<file path="src/rtl/id_hazard_ctrl.sv">
// ID-stage hazard control: operand forwarding selects and load-use stall/bubble generation.
// Optional stall-cycle counter enabled by defining HAZARD_STALL_CNT_EN.
module id_hazard_ctrl (
    input  logic        clk,
    input  logic        rst,
    input  logic [4:0]  id_rs,
    input  logic [4:0]  id_rt,
    input  logic        id_use_rs,
    input  logic        id_use_rt,
    input  logic        id_wreg,
    input  logic        id_m2reg,
    input  logic [4:0]  id_rn,
    input  logic        id_cancel,
    output logic [1:0]  fwda,
    output logic [1:0]  fwdb,
    output logic        stall,
    output logic        bubble,
    output logic [15:0] stall_cnt
);

    localparam logic [1:0] FwdRf   = 2'b00;
    localparam logic [1:0] FwdExe  = 2'b01;
    localparam logic [1:0] FwdMem  = 2'b10;
    localparam logic [1:0] FwdLoad = 2'b11;

    // Shadow copies of the destination fields held in ID/EXE and EXE/MEM.
    logic       exe_wreg_q, exe_m2reg_q;
    logic [4:0] exe_rn_q;
    logic       mem_wreg_q, mem_m2reg_q;
    logic [4:0] mem_rn_q;

    logic       exe_wreg_d, exe_m2reg_d;
    logic [4:0] exe_rn_d;

    logic exe_hit_rs, exe_hit_rt, mem_hit_rs, mem_hit_rt;

    // Register 0 is hard-wired, so it never matches a producer.
    always_comb begin
        exe_hit_rs = id_use_rs && exe_wreg_q && (exe_rn_q != 5'd0) && (exe_rn_q == id_rs);
        exe_hit_rt = id_use_rt && exe_wreg_q && (exe_rn_q != 5'd0) && (exe_rn_q == id_rt);
        mem_hit_rs = id_use_rs && mem_wreg_q && (mem_rn_q != 5'd0) && (mem_rn_q == id_rs);
        mem_hit_rt = id_use_rt && mem_wreg_q && (mem_rn_q != 5'd0) && (mem_rn_q == id_rt);
    end

    always_comb begin
        fwda = FwdRf;
        if (exe_hit_rs && !exe_m2reg_q) begin
            fwda = FwdExe;
        end else if (mem_hit_rs) begin
            fwda = mem_m2reg_q ? FwdLoad : FwdMem;
        end
    end

    always_comb begin
        fwdb = FwdRf;
        if (exe_hit_rt && !exe_m2reg_q) begin
            fwdb = FwdExe;
        end else if (mem_hit_rt) begin
            fwdb = mem_m2reg_q ? FwdLoad : FwdMem;
        end
    end

    // A cancel squashes the ID instruction, so the PC must not be held.
    always_comb begin
        stall  = !id_cancel && exe_m2reg_q && (exe_hit_rs || exe_hit_rt);
        bubble = stall || id_cancel;
    end

    always_comb begin
        exe_wreg_d  = 1'b0;
        exe_m2reg_d = 1'b0;
        exe_rn_d    = 5'd0;
        if (!bubble) begin
            exe_wreg_d  = id_wreg;
            exe_m2reg_d = id_m2reg;
            exe_rn_d    = id_rn;
        end
    end

    always_ff @(posedge clk) begin
        if (rst) begin
            exe_wreg_q  <= 1'b0;
            exe_m2reg_q <= 1'b0;
            exe_rn_q    <= 5'd0;
            mem_wreg_q  <= 1'b0;
            mem_m2reg_q <= 1'b0;
            mem_rn_q    <= 5'd0;
        end else begin
            exe_wreg_q  <= exe_wreg_d;
            exe_m2reg_q <= exe_m2reg_d;
            exe_rn_q    <= exe_rn_d;
            mem_wreg_q  <= exe_wreg_q;
            mem_m2reg_q <= exe_m2reg_q;
            mem_rn_q    <= exe_rn_q;
        end
    end

`ifdef HAZARD_STALL_CNT_EN
    logic [15:0] stall_cnt_q;

    always_ff @(posedge clk) begin
        if (rst) begin
            stall_cnt_q <= 16'h0000;
        end else if (stall && (stall_cnt_q != 16'hFFFF)) begin
            stall_cnt_q <= stall_cnt_q + 16'd1;
        end
    end

    assign stall_cnt = stall_cnt_q;
`else
    assign stall_cnt = 16'h0000;
`endif

endmodule

</file>
<file path="config.mk">
export PLATFORM = sky130hd
export DESIGN_NAME = id_hazard_ctrl
export DESIGN_NICKNAME = d
export VERILOG_FILES = /design/src/rtl/id_hazard_ctrl.sv
export SDC_FILE = /design/constraint.sdc
export NUM_CORES = 1
export LEC_CHECK = 0
export BUFFER_PORTS_ARGS = -buffer_cell sky130_fd_sc_hd__buf_2
export CORE_MARGIN = 2
export CORE_UTILIZATION = 36
export CTS_BUF_LIST = sky130_fd_sc_hd__clkbuf_16
export CTS_CLUSTER_DIAMETER = 120
export DETAILED_ROUTE_END_ITERATION = 12
export HOLD_SLACK_MARGIN = 0.03
export PLACE_DENSITY = 0.79
export SYNTH_ARGS = -nofsm -noshare
export SYNTH_HDL_FRONTEND = slang
export SYNTH_SLANG_ARGS = --single-unit
</file>
<file path="constraint.sdc">
create_clock -name clk -period 1.65 [get_ports clk]
set_input_delay 0.2475 -clock clk [delete_from_list [all_inputs] [get_ports clk]]
set_output_delay 0.2475 -clock clk [all_outputs]
set_load 0.02 [all_outputs]
</file>
# --- Word-level counts from Yosys, hierarchy flattened ---
# Cells that the tools add are included.
totals:
  ff_bits: 14
  input_bits: 22
  elab_cells: 38
op_classes:
  eq_ne: 4
  muxes: 5
  reduce_logical: 23
op_table:
  columns: ["op", "n"]
  rows:
  - ["5-bit equality test", 4]
  - ["1-bit logical AND", 16]
  - ["5-bit nonzero test", 2]
  - ["2-bit two-way mux", 4]
  - ["1-bit zero test", 2]
  - ["1-bit logical OR", 2]
  - ["2-bit OR reduction", 1]
  - ["1-bit two-way mux", 1]

# --- Logic depth before layout (Yosys ltp) ---
# Gate-level depths: netlist (run 1).
depth:
  depth_word: 7
  ltp_mapped: 5

# --- Worst setup path before layout (run 1) ---
# OpenSTA, ideal clock, no wires.
synth_timing:
  kind: "register to output"
  start: "register exe_rn_q[2]"
  end: "output port fwdb[1]"
  t_arrival_ns: 1.657
  required_time_ns: 1.402
  path_slack_ns: -0.255
  stages_incl_launch_ff: 5
  path_cell_list: "dfxtp_1 > or4_1 > o21ai_2 > nor3_1 > nor3_1"
synth_between:
  elab_chain_len: 5
  elab_cells_between_ends: 6
  cone_classes: "eq/ne (1); mux (1); reduce/logical (4)"
synth_rtl:
  columns: ["element", "line", "text"]
  rows:
  - ["start: declaration", "28", "logic [4:0] exe_rn_q;"]
  - ["start signal: assignment", "91", "exe_rn_q <= exe_rn_d;"]
  - ["5-bit nonzero test", "40", "exe_hit_rt = id_use_rt && exe_wreg_q && (exe_rn_q != 5'd0) && (exe_rn_q == id_rt);"]
  - ["1-bit logical AND", "40", null]
  - ["1-bit logical AND (*)", "40", null]
  - ["1-bit logical AND (*)", "56", "if (exe_hit_rt && !exe_m2reg_q) begin"]
  - ["2-bit two-way mux (*)", "56", null]
  - ["end: declaration", "15", "output logic [1:0] fwdb,"]
# Mark *: on every way between the ends. The rest lies on a longest branch, timed or not.

# --- Worst setup path in the final report (run 1) ---
layout_timing:
  start: "register exe_rn_q[1]"
  end: "output port stall"
layout_between:
  elab_chain_len: 5
  elab_cells_between_ends: 9
  cone_classes: "eq/ne (2); reduce/logical (7)"
layout_rtl:
  columns: ["element", "line", "text"]
  rows:
  - ["5-bit nonzero test", "39, 40", null]
  - ["1-bit logical AND (on tied branches) (2 in a row)", "39, 40", null]
  - ["1-bit logical OR (*)", "65", "stall = !id_cancel && exe_m2reg_q && (exe_hit_rs || exe_hit_rt);"]
  - ["1-bit logical AND (*)", "65", null]
  - ["end: declaration", "16", "output logic stall,"]
# Marked as above.

==> results.py, run 1 <==
metrics = {
    "worst_setup_path": {
        "cp.arrival_ns": 1.85,
        "cp.required_ns": 1.40,
        "path_class": "reg -> out",
        "crit_fanout": 3,
        "critical-path-top-delay-family": "simple AND/OR/NAND/NOR gates",
        "crit_buf_inv": 1,
        "crit_path_max_incr_delay_ns": 0.34,
        "reg2reg_depth": 6,
        "path_cells": "xor2_1 -> nor4_1 -> nand3_1 -> a211oi_4 -> nor2b_4 -> buf_6",
        "worst_setup_path_start_kind": "register",
        "critPathSlowestCell": "nor4_1",
        "r2r-end": "exe_rn_q[0]$_SDFF_PP0_",
        "reg2reg_from": "exe_rn_q[1]$_SDFF_PP0_",
        "end_kind": "output pin",
        "reg2reg_slack_ns": 0.01,
    },
    "synth": {
        "netlist.area_leader.share_pct": 33.3,
        "synth-simple-area-share_pct": 24.9,
        "synth_top_family_by_area": "simple AND/OR/NAND/NOR gates",
        "yosysWarnings": 0,
        "synthTopCellsByCount": "buf_4, xor2_1, dfxtp_1, nor2_1",
        "synth-compound-area-share_pct": 5.80,
        "synth_cells": 97,
        "synth_seq_cells": 14,
        "avgSynthCellArea_um2": 8.67,
        "synth_mux_area_share_pct": 0,
        "synth_adder_area_share_pct": 0,
        "async_flop_share_pct": 0,
        "synth_edf_count": 0,
        "ys_types": 20,
        "synth_top_area_cell": "dfxtp_1",
        "synthesis.area_um2": 841,
        "synthTopCellsByArea": "dfxtp_1, xor2_1, buf_4",
        "ys.flop_type": "dfxtp_1",
        "yosysSeqAreaShare_pct": 33.3,
        "synth_xor_xnor_area_share_pct": 20.8,
    },
    "global_routing": {
        "grtUsageMet2_pct": 30.8,
        "grt_pass1_vias": 762,
        "grt_use_total_pct": 16.2,
        "grt-ovfl-total": 0,
        "grt_pass1_wl_um": 3070,
        "use_met3_pct": 5.14,
        "grt_max_degree": 9,
        "antenna_found_initial": 0,
        "grt.busiest_layer": "met2",
        "met1_usage_pct": 12.7,
    },
    "timing": {
        "fin_crit_sh_pct": 127,
        "hold_ws_ns": 0.206,
        "min_period_ns": 2.10,
        "timing.fmax_mhz": 476,
        "hold_violations": 0,
        "setup_viol": 6,
        "grt_setup_unrepaired": "true",
        "fin_skew_ns": 0.00185,
        "worst_slack_ns": -0.451,
        "fin_tns_setup_ns": -2.37,
        "slew_viol_final": 0,
    },
    "detailed_routing": {
        "postRouteAntennaNets": 0,
        "drt-initial-drc-count": 2,
        "drtPass1Iterations": 2,
        "num_vias": 743,
        "via_per_inst": 4.48,
        "routed_wl_um": 1980,
        "avgRoutedWirePerCell_um": 11.9,
        "drc": 0,
    },
    "cts": {
        "clkLatencyLatePin_ns": 0.24,
        "cts.reportedPaths.clkPinSlew_ns": 0.04,
        "clock-sinks": 14,
        "holdBufCountCts": 0,
        "numCtsBuffers": 3,
        "cts_buffer_depth": 2,
        "tritoncts": "done",
        "cts_max_level": 1,
        "post_cts_buffers": 0,
        "cts_root_buf": "clkbuf_16",
    },
    "die": {
        "coreArea_mm2": 0.00221,
        "fp.dieH_um": 52.3,
        "dieArea_mm2": 0.00274,
        "ios": 44,
        "die_x_um": 52.3,
        "initial_utilization_pct": 38.0,
        "num_rows": 17,
    },
    "run_status": {
        "outcome": "complete, but fails checks",
        "violations": "negative setup slack",
    },
    "final_layout": {
        "n_antenna_cell": 0,
        "syn_to_final_growth_pct": 42.3,
        "drive_above_1_share_pct": 42.8,
        "final_nets": 161,
        "multi_input_area_um2": 548,
        "fillers": 213,
        "area.sequential_um2": 292,
    },
    "power_and_ir_drop": {
        "seqPwrFrac_pct": 37.1,
        "clkPwrFrac_pct": 46.4,
        "intPower_mw": 0.738,
        "combPwrFrac_pct": 16.5,
        "finalPower_mw": 0.977,
        "power.switching_mw": 0.239,
        "vdd_drop_max_mv": 0.592,
        "p_leak_nw": 0.578,
        "swShare_pct": 24.5,
        "power_per_cell_area_mw_per_mm2": 817,
    },
    "hold_path": {
        "hold_class": "in -> reg",
        "hold_end": "exe_rn_q[2]$_SDFF_PP0_",
        "whs_path_depth": 3,
        "hp-start": "id_rn[2]",
    },
    "run": {
        "cap_violations": 0,
    },
    "placement": {
        "dp_hpwl_um": 1490,
        "gp_congestion": 0.862,
        "io_buffers": 27,
    },
}
[layer usage]
metal / wire [µm] / share of wire [%] / vias up
met4: 87 / 4.4 / 0
li1: - / - / 364
met1: 632 / 32 / 339
met3: 107 / 5.4 / 9
met5: 0 / 0 / -
met2: 1150 / 58 / 31
[logic make-up after synthesis]
family	Yosys count
compound gates	5
xor+xnor	20
buf+inv	17
flops	14
other cells	1
simple gates	40
[flip-flops by register name, summed over array words and instances, names as in the netlist]
name / count
exe_m2reg_q: 1
exe_rn_q: 5
exe_wreg_q: 1
mem_m2reg_q: 1
mem_rn_q: 5
mem_wreg_q: 1
[worst register-to-register path, delay by kind of cell (launching register included)]
kind / cells / cell delay, ns
AND/OR/NAND/NOR: 3 / 0.60
flip-flops: 1 / 0.33
AO/OA/AOI/OAI: 1 / 0.28
buffers and inverters: 1 / 0.18
XOR/XNOR: 1 / 0.15
[cells in the final DEF, fill, tap and decap left out, drive strengths merged]
master and instances:
buf 38, xor2 16, conb 16, dfxtp 14, nor2 11, nand2 7, nor2b 7, xnor2 4
nand3 4, nor3 4, nor4 4, clkbuf 3, or4 2, o21ai 2, a21o 2, inv 1
a211oi 1, or2 1, clkinv 1
[how the worst max path moves through the flow]
| stage | startpoint | endpoint | slack [ns] | cells past startpoint |
|---|---|---|---|---|
| 2_1_floorplan | exe_rn_q[1]$_SDFF_PP0_ | stall | -0.11 | 5 |
| 3_3_place_gp | id_rt[1] | stall | -0.28 | 7 |
| 3_5_place_dp | id_rt[1] | stall | -0.27 | 7 |
| 4_1_cts | exe_rn_q[1]$_SDFF_PP0_ | stall | -0.41 | 6 |
| 5_1_grt | exe_rn_q[2]$_SDFF_PP0_ | fwda[0] | -0.51 | 6 |
| 6_report | exe_rn_q[1]$_SDFF_PP0_ | stall | -0.45 | 6 |
[power groups by stage]
stage | Sequential (mW) | Combinational [mW] | Clock (mW)
after floorplan | 0.367 | 0.114 | 0
after global placement | 0.368 | 0.141 | 0
after detailed placement | 0.368 | 0.147 | 0
after CTS | 0.361 | 0.153 | 0.460
after global routing | 0.363 | 0.175 | 0.481
final | 0.362 | 0.161 | 0.454
[repair_timing]
| action | in CTS | in global routing |
|---|---|---|
| pin swaps | 6 | 1 |
| setup endpoints to repair | 13 | 13 |
| gates cloned | 0 | 0 |
| resized for setup | 10 | 8 |
[per-stage QoR]
step	std cells	utilization [%]	worst slack, ns	cell area (µm²)
finish	166	54.1	-0.451	1200
global route	166	54.1	-0.512	1200
CTS	166	52.6	-0.411	1160
detailed placement	162	47.6	-0.269	1050
global placement	162	47.6	-0.281	1050
floorplan	112	-	-0.111	921
[layout make-up]
type | count | share of cell area (%)
sequential | 14 | 24.4
multi-input combinational | 81 | 45.8
clock inverter | 1 | 0.314
timing repair buffer | 38 | 20.0
inverter | 1 | 0.314
tap | 28 | 2.93
clock buffer | 3 | 6.28
(Power assumes the default switching activity.)
==> run 2: changes to the inputs <==
--- a/config.mk
+++ b/config.mk
@@ -12,7 +12,7 @@
 export CTS_CLUSTER_DIAMETER = 120
 export DETAILED_ROUTE_END_ITERATION = 12
 export HOLD_SLACK_MARGIN = 0.03
-export PLACE_DENSITY = 0.79
+export PLACE_DENSITY = 0.76
 export SYNTH_ARGS = -nofsm -noshare
 export SYNTH_HDL_FRONTEND = slang
 export SYNTH_SLANG_ARGS = --single-unit
==> constraint.sdc (replaced) <==
create_clock -name clk -period 2.3 [get_ports clk]
set_input_delay 0.345 -clock clk [delete_from_list [all_inputs] [get_ports clk]]
set_output_delay 0.345 -clock clk [all_outputs]
set_load 0.02 [all_outputs]
==> results.py, run 2 (same netlist as run 1, synthesis figures left out) <==
metrics = {
    "final_layout": {
        "syn_to_final_growth_pct": 25.4,
        "final_nets": 152,
        "design_area_mm2": 0.00105,
        "mostFrequentLayoutCells": "buf_2, xor2_1, conb_1",
        "drive_above_1_share_pct": 31.0,
        "largestRegisters": "exe_rn_q x5, mem_rn_q x5",
        "mostFrequentLayoutCell": "buf_2",
        "n_antenna_cell": 0,
        "fillers": 229,
    },
    "worst_setup_path": {
        "crit_fanout": 4,
        "crit_buf_inv": 1,
        "reg2reg_depth": 6,
        "crit_cells": 6,
        "end_kind": "output pin",
        "cp.arrival_ns": 1.90,
        "path_cells": "xor2_1 -> nor4_1 -> nand3_1 -> a211oi_4 -> nor2b_1 -> buf_4",
        "path_class": "reg -> out",
        "crit_path_max_incr_delay_ns": 0.35,
        "cp.required_ns": 1.96,
        "worst_setup_path_start_kind": "register",
        "critPathSlowestCell": "dfxtp_4",
        "critical-path-top-delay-family": "simple AND/OR/NAND/NOR gates",
    },
    "power_and_ir_drop": {
        "swShare_pct": 23.8,
        "power.switching_mw": 0.161,
        "vdd_drop_max_mv": 0.484,
        "combPwrFrac_pct": 13.8,
        "clkPwrFrac_pct": 47.9,
        "power_per_cell_area_mw_per_mm2": 642,
        "intPower_mw": 0.516,
        "seqPwrFrac_pct": 38.4,
        "p_leak_nw": 0.529,
    },
    "global_routing": {
        "grt_max_degree": 9,
        "grt-ovfl-total": 0,
        "grt_pass1_wl_um": 2800,
        "grt_use_total_pct": 14.5,
        "grt_pass1_vias": 700,
        "antenna_found_initial": 0,
    },
    "cts": {
        "cts_root_buf": "clkbuf_16",
        "cts_buffer_depth": 2,
        "clock-sinks": 14,
        "cts.reportedPaths.clkPinSlew_ns": 0.04,
        "clkLatencyLatePin_ns": 0.24,
        "numCtsBuffers": 3,
        "tritoncts": "done",
        "cts_max_level": 1,
        "holdBufCountCts": 0,
    },
    "die": {
        "initial_utilization_pct": 38.0,
        "coreArea_mm2": 0.00221,
        "dieArea_mm2": 0.00274,
        "ios": 44,
        "die_x_um": 52.3,
        "num_rows": 17,
        "fp.dieH_um": 52.3,
    },
    "placement": {
        "dp_hpwl_um": 1410,
        "placed_cell_area_um2": 955,
        "gp_congestion": 0.864,
        "dp_slack_ns": 0.247,
        "io_buffers": 27,
    },
    "timing": {
        "grt_setup_unrepaired": "true",
        "hold_violations": 0,
        "timing.fmax_mhz": 445,
        "fin_skew_ns": 0.00140,
        "setup_viol": 0,
        "worst_slack_ns": 0.0535,
        "slew_viol_final": 0,
        "fin_crit_sh_pct": 97.7,
        "min_period_ns": 2.25,
        "hold_ws_ns": 0.312,
        "fin_tns_setup_ns": 0,
    },
    "run_status": {
        "outcome": "finished, final reports clean",
    },
    "run": {
        "cap_violations": 0,
    },
    "detailed_routing": {
        "drt-initial-drc-count": 6,
        "routed_wl_um": 1710,
        "drtPass1Iterations": 4,
        "num_vias": 684,
        "via_per_inst": 4.36,
        "avgRoutedWirePerCell_um": 10.9,
        "drc": 0,
        "postRouteAntennaNets": 0,
    },
    "hold_path": {
        "hold_class": "in -> reg",
        "whs_path_depth": 3,
    },
}
## run 2: cell types whose count changed in the layout (fill, tap and decap cells not counted), moves of 2 or more
cell and delta:
dfxtp_2 -2, dfxtp_1 +2, nor3_1 +3, buf_4 -8, buf_6 -3, buf_2 +2
o21ai_4 -2, or4_1 +2, nor3_2 -3, or4_4 -2
## run 2: path summary, 6_finish.rpt
| kind | from | end | slack [ns] |
|---|---|---|---|
| setup / recovery | exe_rn_q[4]$_SDFF_PP0_ | stall | 0.05 |
| hold / removal | id_rn[1] | exe_rn_q[1]$_SDFF_PP0_ | 0.31 |
| setup reg to reg | exe_rn_q[4]$_SDFF_PP0_ | exe_rn_q[3]$_SDFF_PP0_ | 0.61 |
| hold reg to reg | exe_wreg_q$_SDFF_PP0_ | mem_wreg_q$_SDFF_PP0_ | 0.48 |
## run 2: worst min-delay path, cell delays in order
cell and delay [ns]:
buf_2 0.10, nand2_1 0.04, nor2_1 0.03
## run 2: final cells by class
class                           instances  area (µm²)  area share [%]
Tap cell                               28        35.0            3.32
Clock buffer                            3        75.1            7.12
Multi-Input combinational cell         81         493            46.7
Inverter                                1        3.75           0.356
Clock inverter                          1        3.75           0.356
Timing Repair Buffer                   29         155            14.7
Sequential cell                        14         289            27.4
## run 2: power by group through the flow
stage	registers (mW)	logic, mW	clock network [mW]
after floorplan	0.263	0.0809	0
after global placement	0.265	0.0881	0
final	0.260	0.0931	0.324
after detailed placement	0.265	0.0909	0
after global routing	0.261	0.104	0.338
after CTS	0.261	0.0912	0.331
## run 2: layer usage
metal	track usage, %	share of wire (%)	vias up
met5	0	0	-
met4	9.83	3.3	0
met1	12.7	33	301
met3	4.00	7.1	5
li1	-	-	348
met2	27.9	56	30
## run 2: timing repair
action / CTS / global route
setup endpoints to repair: 0 / 6
setup buffers: 0 / 1
gates resized for setup: 0 / 8
## run 2: stage by stage
stage	instances	power [mW]	util [%]
3_3_place_gp	152	0.353	43.2
2_1_floorplan	112	0.343	-
5_1_grt	157	0.703	47.7
4_1_cts	156	0.683	46.7
6_report	157	0.677	47.7
3_5_place_dp	152	0.356	43.2
==> run 3: changes to the inputs <==
--- a/config.mk
+++ b/config.mk
@@ -6,6 +6,7 @@
 export NUM_CORES = 1
 export LEC_CHECK = 0
 export BUFFER_PORTS_ARGS = -buffer_cell sky130_fd_sc_hd__buf_2
+export CAP_MARGIN = 20
 export CORE_MARGIN = 2
 export CORE_UTILIZATION = 36
 export CTS_BUF_LIST = sky130_fd_sc_hd__clkbuf_16
@@ -13,6 +14,7 @@
 export DETAILED_ROUTE_END_ITERATION = 12
 export HOLD_SLACK_MARGIN = 0.03
 export PLACE_DENSITY = 0.76
+export SETUP_SLACK_MARGIN = 0.4
 export SYNTH_ARGS = -nofsm -noshare
 export SYNTH_HDL_FRONTEND = slang
 export SYNTH_SLANG_ARGS = --single-unit
==> results.py, run 3 (same netlist as run 1, synthesis figures left out) <==
metrics = {
    "final_layout": {
        "n_antenna_cell": 0,
        "mostFrequentLayoutCell": "buf_2",
        "final_nets": 156,
        "drive_above_1_share_pct": 43.6,
        "largestRegisters": "exe_rn_q x5, mem_rn_q x5",
        "design_area_mm2": 0.00117,
        "mostFrequentLayoutCells": "buf_2, xor2_1, conb_1",
        "syn_to_final_growth_pct": 39.6,
        "fin_util_pct": 53.1,
    },
    "detailed_routing": {
        "drt-initial-drc-count": 1,
        "postRouteAntennaNets": 0,
        "via_per_inst": 4.32,
        "avgRoutedWirePerCell_um": 11.1,
        "drc": 0,
        "drtPass1Iterations": 3,
        "routed_wl_um": 1790,
        "num_vias": 696,
    },
    "worst_setup_path": {
        "reg2reg_from": "exe_rn_q[2]$_SDFF_PP0_",
        "reg2reg_slack_ns": 0.65,
        "cp.arrival_ns": 1.88,
        "r2r-end": "exe_rn_q[4]$_SDFF_PP0_",
        "end_kind": "output pin",
        "crit_fanout": 4,
        "reg2reg_depth": 6,
        "cp.required_ns": 1.96,
        "path_class": "reg -> out",
        "crit_path_max_incr_delay_ns": 0.54,
        "path_cells": "or4_4 -> o21ai_4 -> a211oi_4 -> or2_2 -> buf_4",
        "critPathSlowestCell": "or4_4",
        "worst_setup_path_start_kind": "register",
    },
    "timing": {
        "slew_viol_final": 0,
        "timing.fmax_mhz": 450,
        "worst_slack_ns": 0.0767,
        "fin_tns_setup_ns": 0,
        "grt_setup_unrepaired": "true",
        "hold_violations": 0,
        "setup_viol": 0,
        "min_period_ns": 2.22,
        "fin_crit_sh_pct": 96.7,
        "hold_ws_ns": 0.304,
        "fin_skew_ns": 0.000266,
    },
    "hold_path": {
        "hold_class": "in -> reg",
        "whs_path_depth": 3,
        "hp-start": "id_rn[1]",
        "hold_end": "exe_rn_q[1]$_SDFF_PP0_",
    },
    "placement": {
        "placed_cell_area_um2": 980,
        "dp_slack_ns": 0.189,
        "dp_hpwl_um": 1380,
        "gp_congestion": 0.852,
        "io_buffers": 27,
    },
    "die": {
        "fp.dieH_um": 52.3,
        "coreArea_mm2": 0.00221,
        "num_rows": 17,
        "initial_utilization_pct": 38.0,
        "ios": 44,
        "die_x_um": 52.3,
        "dieArea_mm2": 0.00274,
    },
    "power_and_ir_drop": {
        "vdd_drop_max_mv": 0.351,
        "power_per_cell_area_mw_per_mm2": 588,
        "seqPwrFrac_pct": 37.8,
        "combPwrFrac_pct": 15.2,
        "clkPwrFrac_pct": 46.9,
        "swShare_pct": 24.3,
        "power.switching_mw": 0.168,
        "intPower_mw": 0.522,
        "p_leak_nw": 0.556,
    },
    "cts": {
        "cts_buffer_depth": 2,
        "clock-sinks": 14,
        "numCtsBuffers": 3,
        "cts_max_level": 1,
        "holdBufCountCts": 0,
        "cts_root_buf": "clkbuf_16",
        "cts.reportedPaths.clkPinSlew_ns": 0.04,
        "clkLatencyLatePin_ns": 0.24,
        "tritoncts": "done",
    },
    "global_routing": {
        "grt_max_degree": 9,
        "grt_use_total_pct": 15.3,
        "grt_pass1_wl_um": 2950,
        "grt_pass1_vias": 699,
        "antenna_found_initial": 0,
        "grt-ovfl-total": 0,
    },
    "run": {
        "cap_violations": 0,
    },
    "run_status": {
        "outcome": "finished, final reports clean",
    },
}
==> run 3: how the worst max path moves through the flow <==
stage	startpoint	endpoint
detailed placement	id_rt[4]	stall
floorplan	mem_rn_q[0]$_SDFF_PP0_	fwda[0]
CTS	exe_rn_q[1]$_SDFF_PP0_	stall
finish	exe_rn_q[2]$_SDFF_PP0_	bubble
global route	exe_rn_q[2]$_SDFF_PP0_	stall
global placement	id_rt[4]	stall
==> run 3: layer usage <==
layer	track usage [%]	share of wire (%)
met5	0	0
met4	7.69	1.6
met3	3.71	5.8
met2	29.8	55
met1	14.6	37
==> run 3: stage by stage <==
step,power (mW),instances
global placement,0.354,153
finish,0.690,161
floorplan,0.344,112
global route,0.718,161
detailed placement,0.357,153
CTS,0.691,160
==> run 3: area by class of cell <==
class / instances / area (µm²)
Timing Repair Buffer: 33 / 200
Fill cell: 198 / 1040
Clock buffer: 3 / 75.1
Tap cell: 28 / 35.0
Inverter: 1 / 3.75
Clock inverter: 1 / 3.75
Sequential cell: 14 / 293
Multi-Input combinational cell: 81 / 563
==> run 3: power groups by stage <==
stage	combinational, mW	clock (mW)	sequential, mW
after detailed placement	0.0919	0	0.265
after floorplan	0.0811	0	0.263
after global routing	0.116	0.340	0.262
final	0.105	0.324	0.261
after global placement	0.0890	0	0.265
after CTS	0.102	0.329	0.260
==> run 3: timing repair <==
action,CTS,global route
gates resized for setup,21,5
setup buffers,3,1
setup endpoints to repair,6,6
pin swaps,3,0
hold endpoints to repair,0,0
==> run 3: worst max-delay path: cells and delay by family, from the launching register on <==
kind	cells	cell delay [ns]
AO/OA/AOI/OAI	2	0.31
buffers and inverters	1	0.16
flip-flops	1	0.36
AND/OR/NAND/NOR	2	0.82
